==> config.mk <==
export PLATFORM = sky130hd
export DESIGN_NAME = seq_chunk_server_flat
export DESIGN_NICKNAME = d
export VERILOG_FILES = /design/src/rtl/seq_pkg.sv /design/src/rtl/seq_chunk_server_if.sv /design/src/rtl/seq_base_ring.sv /design/src/rtl/seq_chunk_server.sv /design/src/flat_wrapper.sv
export SDC_FILE = /design/constraint.sdc
export NUM_CORES = 2
export LEC_CHECK = 0
export CORE_MARGIN = 2
export CORE_UTILIZATION = 63
export CTS_CLUSTER_DIAMETER = 200
export CTS_CLUSTER_SIZE = 28
export DETAILED_ROUTE_END_ITERATION = 6
export DONT_BUFFER_PORTS = 1
export PLACE_DENSITY = 0.79
export SLEW_MARGIN = 20
export SYNTH_ARGS = -nofsm -noshare
export SYNTH_HDL_FRONTEND = slang
export SYNTH_SLANG_ARGS = --single-unit
==> constraint.sdc <==
create_clock -name clk -period 7.1 [get_ports clk]
set_clock_uncertainty 0.1 [all_clocks]
set_input_delay 2.13 -clock clk [delete_from_list [all_inputs] [get_ports clk]]
set_output_delay 2.13 -clock clk [all_outputs]
set_load 0.05 [all_outputs]
==> src/rtl/seq_pkg.sv <==
// Shared definitions for the S/T chunk servers: base codes, lane width and FSM states.
package seq_pkg;

    localparam int BASE_W = 2;
    localparam int PE_NUM_DEF = 16;

    typedef enum logic [BASE_W-1:0] {
        BASE_A = 2'b00,
        BASE_C = 2'b01,
        BASE_G = 2'b10,
        BASE_T = 2'b11
    } base_t;

    typedef enum logic {
        LOAD = 1'b0,
        HELD = 1'b1
    } state_t;

endpackage

==> src/rtl/seq_chunk_server_if.sv <==
// Base-stream input and chunk-output handshake of one chunk server.
interface seq_chunk_server_if #(parameter int PE_NUM = seq_pkg::PE_NUM_DEF);

    logic                             i_valid;
    logic                             i_ready;
    logic [seq_pkg::BASE_W-1:0]       i_base;
    logic                             i_last;
    logic                             request;
    logic                             o_ready;
    logic [seq_pkg::BASE_W*PE_NUM-1:0] o_data;
    logic [PE_NUM-1:0]                o_mask;
    logic                             o_last;
    logic                             o_err;
    logic                             replay;

    modport master (
        output i_valid, i_base, i_last, request, replay,
        input  i_ready, o_ready, o_data, o_mask, o_last, o_err
    );

    modport slave (
        input  i_valid, i_base, i_last, request, replay,
        output i_ready, o_ready, o_data, o_mask, o_last, o_err
    );

endinterface

==> src/rtl/seq_base_ring.sv <==
// Base storage ring: one write port and a PE_NUM-lane read window that wraps modulo BUF_DEPTH.
module seq_base_ring
    import seq_pkg::*;
#(
    parameter int PE_NUM    = 16,
    parameter int BUF_DEPTH = 256,
    parameter int AW        = 8
) (
    input  logic                       clk,
    input  logic                       wrEn,
    input  logic [AW-1:0]              wrPtr,
    input  logic [BASE_W-1:0]          wrBase,
    input  logic [AW-1:0]              rdPtr,
    output logic [BASE_W*PE_NUM-1:0]   window
);

    logic [BASE_W-1:0] memR [BUF_DEPTH];

    // Store one accepted base per cycle.
    always_ff @(posedge clk) begin
        if (wrEn) begin
            memR[wrPtr] <= wrBase;
        end
    end

    // Gather PE_NUM consecutive bases; the pointer sum wraps naturally in AW bits.
    always_comb begin
        window = '0;
        for (int i = 0; i < PE_NUM; i++) begin
            window[BASE_W*i +: BASE_W] = memR[rdPtr + AW'(i)];
        end
    end

endmodule

==> src/rtl/seq_chunk_server.sv <==
// Chunk server: buffers a base stream and serves PE_NUM-base chunks on request.
// Optional build macro SEQ_CHUNK_REPLAY_EN retains the sequence for replay.
module seq_chunk_server
    import seq_pkg::*;
#(
    parameter int PE_NUM    = 16,
    parameter int BUF_DEPTH = 256,
    parameter int CNT_BIT   = 9
) (
    input logic               clk,
    input logic               rst_n,
    seq_chunk_server_if.slave bus
);

    localparam int AW = $clog2(BUF_DEPTH);

    state_t                     stateR, stateNextS;
    logic [CNT_BIT-1:0]         countR, countNextS, kS;
    logic [AW-1:0]              wrPtrR, rdPtrR;
    logic [BASE_W*PE_NUM-1:0]   windowS, dataNextS, dataR;
    logic [PE_NUM-1:0]          maskNextS, maskR;
    logic                       lastR, errR;
    logic                       pushS, popS, replayS, lastChunkS, oReadyS, iReadyS, errSetS;
`ifdef SEQ_CHUNK_REPLAY_EN
    logic [CNT_BIT-1:0]         loadCntR;
`else
    logic                       unusedReplay;
    assign unusedReplay = bus.replay;
`endif

    seq_base_ring #(.PE_NUM(PE_NUM), .BUF_DEPTH(BUF_DEPTH), .AW(AW)) u_ring (
        .clk    (clk),
        .wrEn   (pushS),
        .wrPtr  (wrPtrR),
        .wrBase (bus.i_base),
        .rdPtr  (rdPtrR),
        .window (windowS)
    );

    // Handshake qualification, pop size and error detection.
    always_comb begin
        kS = (countR >= CNT_BIT'(PE_NUM)) ? CNT_BIT'(PE_NUM) : countR;
        oReadyS = (countR >= CNT_BIT'(PE_NUM)) || ((stateR == HELD) && (countR != '0));
`ifdef SEQ_CHUNK_REPLAY_EN
        // Total loaded length bounds the ring here since pops do not free entries.
        replayS = bus.replay && (stateR == HELD);
        iReadyS = (stateR == LOAD) && (loadCntR < CNT_BIT'(BUF_DEPTH));
        errSetS = (bus.request && !oReadyS) ||
                  ((stateR == LOAD) && bus.i_valid && (loadCntR == CNT_BIT'(BUF_DEPTH)));
`else
        replayS = 1'b0;
        iReadyS = (stateR == LOAD) && (countR < CNT_BIT'(BUF_DEPTH));
        errSetS = bus.request && !oReadyS;
`endif
        pushS      = bus.i_valid && iReadyS;
        popS       = bus.request && oReadyS && !replayS;
        lastChunkS = (stateR == HELD) && (countR == kS);
    end

    // Chunk assembly from pre-edge contents; lanes past k are zeroed.
    always_comb begin
        maskNextS = '0;
        dataNextS = '0;
        for (int i = 0; i < PE_NUM; i++) begin
            maskNextS[i] = (CNT_BIT'(i) < kS);
            dataNextS[BASE_W*i +: BASE_W] = maskNextS[i] ? windowS[BASE_W*i +: BASE_W]
                                                         : {BASE_W{1'b0}};
        end
    end

    // Next state and next occupancy.
    always_comb begin
        stateNextS = stateR;
        countNextS = countR + CNT_BIT'(pushS) - (popS ? kS : CNT_BIT'(0));
        case (stateR)
            LOAD: begin
                if (pushS && bus.i_last) begin
                    stateNextS = HELD;
                end else begin
                    stateNextS = LOAD;
                end
            end
            HELD: begin
`ifdef SEQ_CHUNK_REPLAY_EN
                stateNextS = HELD;
                if (replayS) begin
                    countNextS = loadCntR;
                end else begin
                    countNextS = countNextS;
                end
`else
                if (popS && lastChunkS) begin
                    stateNextS = LOAD;
                end else begin
                    stateNextS = HELD;
                end
`endif
            end
            default: stateNextS = LOAD;
        endcase
    end

    // State, pointers and output registers with synchronous reset.
    always_ff @(posedge clk) begin
        if (!rst_n) begin
            stateR <= LOAD;
            countR <= '0;
            wrPtrR <= '0;
            rdPtrR <= '0;
            dataR  <= '0;
            maskR  <= '0;
            lastR  <= 1'b0;
            errR   <= 1'b0;
`ifdef SEQ_CHUNK_REPLAY_EN
            loadCntR <= '0;
`endif
        end else begin
            stateR <= stateNextS;
            countR <= countNextS;
            errR   <= errR | errSetS;
            if (pushS) begin
                wrPtrR <= wrPtrR + AW'(1);
            end
            if (replayS) begin
                rdPtrR <= '0;
            end else if (popS) begin
                rdPtrR <= rdPtrR + AW'(kS);
            end
            if (popS) begin
                dataR <= dataNextS;
                maskR <= maskNextS;
                lastR <= lastChunkS;
            end
`ifdef SEQ_CHUNK_REPLAY_EN
            if (pushS) begin
                loadCntR <= loadCntR + CNT_BIT'(1);
            end
`endif
        end
    end

    assign bus.i_ready = iReadyS;
    assign bus.o_ready = oReadyS;
    assign bus.o_data  = dataR;
    assign bus.o_mask  = maskR;
    assign bus.o_last  = lastR;
    assign bus.o_err   = errR;

endmodule
==> src/flat_wrapper.sv <==
// flat-port wrapper written by rule: the top's interface ports become plain ports
module seq_chunk_server_flat import seq_pkg::*;
#(
    parameter int PE_NUM    = 16,
    parameter int BUF_DEPTH = 256,
    parameter int CNT_BIT   = 9
)
  (clk, rst_n, bus_i_valid, bus_i_base, bus_i_last, bus_request, bus_replay, bus_i_ready, bus_o_ready, bus_o_data, bus_o_mask, bus_o_last, bus_o_err);
  seq_chunk_server_if #(.PE_NUM(PE_NUM)) bus_i ();
  input logic clk;
  input logic rst_n;
  input wire logic [$bits(bus_i.i_valid)-1:0] bus_i_valid;
  input wire logic [$bits(bus_i.i_base)-1:0] bus_i_base;
  input wire logic [$bits(bus_i.i_last)-1:0] bus_i_last;
  input wire logic [$bits(bus_i.request)-1:0] bus_request;
  input wire logic [$bits(bus_i.replay)-1:0] bus_replay;
  output wire logic [$bits(bus_i.i_ready)-1:0] bus_i_ready;
  output wire logic [$bits(bus_i.o_ready)-1:0] bus_o_ready;
  output wire logic [$bits(bus_i.o_data)-1:0] bus_o_data;
  output wire logic [$bits(bus_i.o_mask)-1:0] bus_o_mask;
  output wire logic [$bits(bus_i.o_last)-1:0] bus_o_last;
  output wire logic [$bits(bus_i.o_err)-1:0] bus_o_err;
  assign bus_i.i_valid = bus_i_valid;
  assign bus_i.i_base = bus_i_base;
  assign bus_i.i_last = bus_i_last;
  assign bus_i.request = bus_request;
  assign bus_i.replay = bus_replay;
  assign bus_i_ready = bus_i.i_ready;
  assign bus_o_ready = bus_i.o_ready;
  assign bus_o_data = bus_i.o_data;
  assign bus_o_mask = bus_i.o_mask;
  assign bus_o_last = bus_i.o_last;
  assign bus_o_err = bus_i.o_err;
  seq_chunk_server #(.PE_NUM(PE_NUM), .BUF_DEPTH(BUF_DEPTH), .CNT_BIT(CNT_BIT)) u_core (.clk(clk), .rst_n(rst_n), .bus(bus_i));
endmodule
# [After elaboration in Yosys (flattened, before gate mapping)]
# Memories as Yosys holds them, arrays and structs flattened. A register that Yosys moved wholly into a read port is not among the register bits.
# Index checks and enable logic that the tools add are counted.
[totals] mem_count=1 ramBits=512 ff_bits=76 inputBits=8 out_inout_bits=52
[op_classes] addsub=19 n_eq_ne=1 muxes=23 reduce_logical=12 bitwise_logic=2 n_lt_le_gt_ge=18
[mem_list] memory="u_core.u_ring.memR" depth=256 width=2 rd=16 rd_clocked_by_memory_dff=1 wr=1 line="seq_base_ring.sv:17" text="logic [BASE_W-1:0] memR [BUF_DEPTH];"
[op_table] cell="$lt A4 B9 Y1 const A" count=8
[op_table] cell="$add A8 B4 Y8 const B" count=8
[op_table] cell="$lt A3 B9 Y1 const A" count=4
[op_table] cell="$add A8 B3 Y8 const B" count=4
[op_table] cell="$mux W2" count=16
[op_table] cell="$lt A1 B9 Y1 const A" count=2
[op_table] cell="$lt A2 B9 Y1 const A" count=2
[op_table] cell="$mux W9" count=2
[op_table] cell="$add A8 B1 Y8 const B" count=2
[op_table] cell="$add A8 B2 Y8 const B" count=2
[op_table] cell="$add A9 B1 Y9" count=1
[op_table] cell="$eq A9 B9 Y1" count=1
[op_table] cell="$ge A9 B5 Y1 const B" count=1
[op_table] cell="$lt A9 B9 Y1 const B" count=1
[op_table] cell="$reduce_bool A9 Y1" count=1
[op_table] cell="$sub A9 B9 Y9" count=1
[op_table] cell="$add A8 B8 Y8" count=1
[op_table] cell="$logic_and A1 B1 Y1" count=8
[op_table] cell="$mux W1" count=4
[op_table] cell="$logic_not A1 Y1" count=2
[op_table] cell="$pmux W1 S2" count=1
[op_table] cell="$logic_or A1 B1 Y1" count=1
[op_table] cell="$not A1 Y1" count=1
[op_table] cell="$or A1 B1 Y1" count=1

# [Longest topological paths before layout]
[logic_depth] depth_word=7 ltp_mapped=20 depth_no_buf=17

# [Cells and area by module]
# A second synthesis with hierarchy kept.
[unflattened] cells_unflattened=4390 area_unflattened_um2=50892.6
[by_module_without_submodules] mod="seq_base_ring" area_per_inst_um2=47200.3 cells_each=3973 instances=1
[by_module_without_submodules] mod="seq_chunk_server" area_per_inst_um2=3692.3 cells_each=417 instances=1

# [Worst setup path after synthesis]
# Ideal clock, no wire load.
[synth_timing] kind="input to register" from="input port bus_request" to="register u_core.countR[8]" setup_slack_ns=2.077 setup_ns=0.115 stages=16 path_buffers=2 required_time_ns=6.885 t_arrival_ns=4.808 path_cell_list="nand2_1 > clkbuf_1 > buf_1 > nor3_1 > ha_1 > inv_1 > ha_1 > fa_1 > a21o_1 > a21oi_1 > o21bai_1 > a21oi_1 > o21bai_1 > a21oi_1 > xnor2_1 > and2_1"
[synth_between] elab_chain_len=3
[synth_rtl] item="from (decl)" line="flat_wrapper.sv:15" text="input wire logic [$bits(bus_i.request)-1:0] bus_request;"
[synth_rtl] item="$logic_and A1 B1 Y1" line="seq_chunk_server.sv:56" text="popS = bus.request && oReadyS && !replayS;"
[synth_rtl] item="$mux W9" line="seq_chunk_server.sv:74" text="countNextS = countR + CNT_BIT'(pushS) - (popS ? kS : CNT_BIT'(0));"
[synth_rtl] item="$sub A9 B9 Y9" line="seq_chunk_server.sv:74"
[synth_rtl] item="to (signal assigned)" line="seq_chunk_server.sv:119" text="countR <= countNextS;"
[synth_rtl] item="to (decl)" line="seq_chunk_server.sv:18" text="logic [CNT_BIT-1:0] countR, countNextS, kS;"
# Every way passes these cells.
# A chain may end at the register's enable or synchronous reset.

# [Worst setup path in the final report]
[layout_timing] from="register u_core.rdPtrR[1]" to="register u_core.dataR[22] (netlist: u_core.bus.o_data[22])"
[layout_between] elab_chain_len=3
[layout_rtl] item="from (decl)" line="seq_chunk_server.sv:19" text="logic [AW-1:0] wrPtrR, rdPtrR;"
[layout_rtl] item="from (signal assigned)" line="seq_chunk_server.sv:127" text="rdPtrR <= rdPtrR + AW'(kS);"
[layout_rtl] item="$add A8 B4 Y8" line="seq_base_ring.sv:30" text="window[BASE_W*i +: BASE_W] = memR[rdPtr + AW'(i)];"
[layout_rtl] item="$mem_v2 Z256 W2"
[layout_rtl] item="$mux W2" line="seq_chunk_server.sv:66" text="dataNextS[BASE_W*i +: BASE_W] = maskNextS[i] ? windowS[BASE_W*i +: BASE_W]"
[layout_rtl] item="to (signal assigned)" line="seq_chunk_server.sv:130" text="dataR <= dataNextS;"
[layout_rtl] item="to (decl)" line="seq_chunk_server.sv:20" text="logic [BASE_W*PE_NUM-1:0] windowS, dataNextS, dataR;"
# Every way passes these cells.

==> metrics.txt <==
status finished, violations left; failing checks DRC; sequential fraction of the synthesis area 32.4%; effective utilization at floorplan roughly 64%; clock root cell clkbuf_16; WP buf/inv 2; fraction of layout cells with a size suffix above 1 about 27%; Post-CTS Resized 0; Critical Path RT 7.58 ns; Slew Limit Headroom a little under a tenth; critical path's top delay family compound AO/OA/AOI/OAI gates; Synth Register Bits 588; core box area 0.0820 mm²; Final Max Slew Viols 0; Post-CTS Setup Bufs 0; CTS Sinks about 590; reg2reg start u_core.rdPtrR[1]; Final Cycle Share between 80% and 90%; Final Wtd Congestion 1.22; WHS Endpoint u_core.bus.o_data[1]; slowest stage cell, crit path ha_4; Multi-input gate area between 0.03 and 0.04 mm²; Max Cap Viol 0; WHS between 0.5 and 0.6 ns; ys flop type edfxtp_1; Register Area ~0.017 mm²; Hold Crit Depth 2; peak supply drop ~0.29 mV; worst min-delay path class reg -> reg; clk slew on worst S/H paths ~0.15 ns; GR Util All Layers 54.6%; Die X-Extent just under 300 µm; DRC 1; R2R Setup Slk between 1 and 1.5 ns; clock buffer count from CTS 24; syn_area_per_cell roughly 12 µm²; die area around 0.085 mm²; CTS tree yes; Die Ht between 200 and 300 µm; CTS Hold Bufs 0; via total after detailed routing ~44,000; WL/cell roughly 45 µm; min cycle time layout ~5.9 ns; Post-synth EDFFs roughly 510; IO buf count 0; fin nets approximately 4,100; DRT iter0 DRCs just over 8,000; H-tree levels 1; worst reg2reg path depth 10; vias in the first global route ~40,000; Slew @ Worst Pin 1.36 ns; DR vias/cell 8.44; setup TNS 0 ns; Post-Syn Area approximately 0.052 mm²; IO Pins 60; Synth cell types 85; leakage about 17 nW; crit-path cells clkinv_2 -> ha_4 -> buf_4 -> mux2_2 -> mux4_2 -> o211ai_1 -> o21ai_0 -> o21ai_1 -> o22ai_1 -> a2111o_1; clk buf depth 3; reg2reg end u_core.bus.o_data[22]; Rows between 100 and 150; grt ovf 0; async set or reset register ratio after synthesis 0%; Fillers 6,052; post-synthesis cell count approximately 4,300; largest net degree at the start of global routing around 260; DRT Pass-1 Iters 7; Fin. Hold Viols 0; Max FO, Critical Path 38; CP Launch Type flop; Max Clk Rate about 170 MHz; setup violators final 0; WS Path Type reg -> reg; Critical Path Max Stage Delay slightly below 0.9 ns; initial antenna violation count 16; first-pass GRT wire length 320,000 µm; Layout Area Growth over Synthesis 3.44%; PD cells approximately 330 mW/mm²; Yosys warnings 0; hold wc startpoint u_core.bus.o_data[1]; crit path DAT 6.39 ns; Worst-Skew Late Latency between 0.6 and 0.7 ns; Post-DP HPWL around 180,000 µm; RSZ-0062 raised after global routing false; Worst setup EP type flop; Total Wirelength 234,000 µm; remaining antenna violation count after routing 0
routing by layer:
| metal | wire [µm] | global-route usage [%] | vias to the layer above |
|---|---|---|---|
| met5 | 148 | 0.794 | - |
| met1 | 74700 | 66.0 | 21600 |
| li1 | - | - | 16600 |
| met2 | 95900 | 76.4 | 4276 |
| met4 | 24300 | 42.1 | 14 |
| met3 | 38900 | 24.4 | 1148 |
flip-flops by register name, summed over array words and instances, names as in the netlist:
| name | flops |
|---|---|
| u_core.stateR | 1 |
| u_core.bus.o_data | 32 |
| u_core.rdPtrR | 8 |
| u_core.bus.o_last | 1 |
| u_core.countR | 9 |
| u_core.wrPtrR | 8 |
| u_core.bus.o_err | 1 |
| u_core.bus.o_mask | 16 |
| u_core.u_ring.memR | 512 |
power breakdown:
| group | internal [mW] | switching [mW] |
|---|---|---|
| Sequential | 3.90 | 0.710 |
| Clock | 0.653 | 1.16 |
| Combinational | 4.13 | 7.33 |
| Total | 8.69 | 9.20 |
cells in the final DEF (no fill, tap or decap), types with 16 or more instances in the layout:
cell type	netlist	final
buf_4	79	147
dfxtp_1	76	71
a22o_1	16	16
a22oi_1	20	20
mux2i_1	591	591
nand3_1	81	73
xnor2_1	98	66
a21oi_1	91	90
nor3_1	30	30
o2111ai_1	20	20
o22ai_1	52	52
edfxtp_1	512	512
xnor2_2	1	25
a211oi_1	49	49
nor2b_1	28	24
nand4_1	19	19
mux2_2	209	209
and2_1	35	35
clkbuf_1	131	19
a31oi_1	16	16
clkbuf_16	0	24
nand2_1	396	396
o21ai_0	77	77
ha_1	41	37
nor4_1	25	25
mux4_2	634	634
nor2_1	432	430
o211ai_1	35	35
inv_1	40	40
cell type report:
cell class	count	share of cell area (%)
tap	1070	2.49
clock inverter	1	0.0302
sequential	588	31.4
inverter	46	0.325
clock buffer	43	1.25
timing repair buffer	164	2.65
multi-input combinational	3245	61.8
antenna	8	0.0372
cell usage after synthesis (10+ instances only):
cell type / count / area [µm²]
nand2_1: 396 / 1490
dfxtp_1: 76 / 1520
buf_1: 14 / 52.6
and3_1: 13 / 81.3
o211a_1: 10 / 100
buf_4: 79 / 593
nand3_1: 81 / 405
a211o_1: 10 / 87.6
edfxtp_1: 512 / 15400
a21boi_0: 14 / 105
o22ai_1: 52 / 325
xnor2_1: 98 / 858
o21ai_0: 77 / 385
a22oi_1: 20 / 150
clkbuf_1: 131 / 492
mux2i_1: 591 / 5920
o2111ai_1: 20 / 175
a211oi_1: 49 / 368
buf_6: 34 / 383
or3_1: 12 / 75.1
nor4_1: 25 / 156
a31oi_1: 16 / 100
o221ai_1: 10 / 87.6
mux4_2: 634 / 14300
a311oi_1: 11 / 96.3
nor2_1: 432 / 1620
a221oi_1: 10 / 87.6
and2_1: 35 / 219
ha_1: 41 / 513
o21ai_1: 14 / 70.1
o211ai_1: 35 / 263
a21oi_1: 91 / 455
nor2b_1: 28 / 175
nor3_1: 30 / 150
nand4_1: 19 / 119
xor2_1: 13 / 114
inv_1: 40 / 150
a21o_1: 11 / 82.6
buf_2: 128 / 641
mux2_2: 209 / 2350
a2111oi_0: 16 / 140
a22o_1: 16 / 140
kinds of logic after synthesis:
logic type / synth area share (%)
adder cells (fa/ha/maj): 1.06
multiplexers: 43.7
AND/OR/NAND/NOR: 9.03
flip-flops: 32.4
other: 0.0144
XOR/XNOR: 2.04
buffers and inverters: 4.56
AO/OA/AOI/OAI: 7.19
how the worst max path moves through the flow:
stage | cells after the start | startpoint | endpoint | slack [ns]
floorplan | 16 | bus_request | u_core.countR[8] | 2.08
global placement | 5 | bus_i_valid | u_core.u_ring.memR[12][1] | 1.71
detailed placement | 11 | u_core.rdPtrR[1] | u_core.bus.o_data[10] | 1.71
CTS | 11 | u_core.rdPtrR[1] | u_core.bus.o_data[10] | 1.66
global route | 12 | u_core.rdPtrR[1] | u_core.bus.o_data[22] | 1.21
finish | 10 | u_core.rdPtrR[1] | u_core.bus.o_data[22] | 1.19
worst register-to-register path: stages, from the launching register on:
cell,delay (ns)
dfxtp_4,0.83
clkinv_2,0.68
ha_4,0.92
buf_4,0.34
mux2_2,0.38
mux4_2,0.52
o211ai_1,0.19
o21ai_0,0.24
o21ai_1,0.65
o22ai_1,0.50
a2111o_1,0.46
metrics by stage:
step | util (%) | total power [mW] | setup slack, ns | std cells | instance area (µm²)
after floorplan | - | 11.2 | 2.08 | 4269 | 52100
after global placement | 64.8 | 15.3 | 1.71 | 5111 | 53100
after detailed placement | 64.8 | 15.3 | 1.71 | 5112 | 53100
after CTS | 65.7 | 17.1 | 1.66 | 5156 | 53800
after global routing | 65.7 | 17.9 | 1.21 | 5158 | 53900
final | 65.7 | 17.9 | 1.19 | 5165 | 53900
Power figures use the tool's default switching activity.
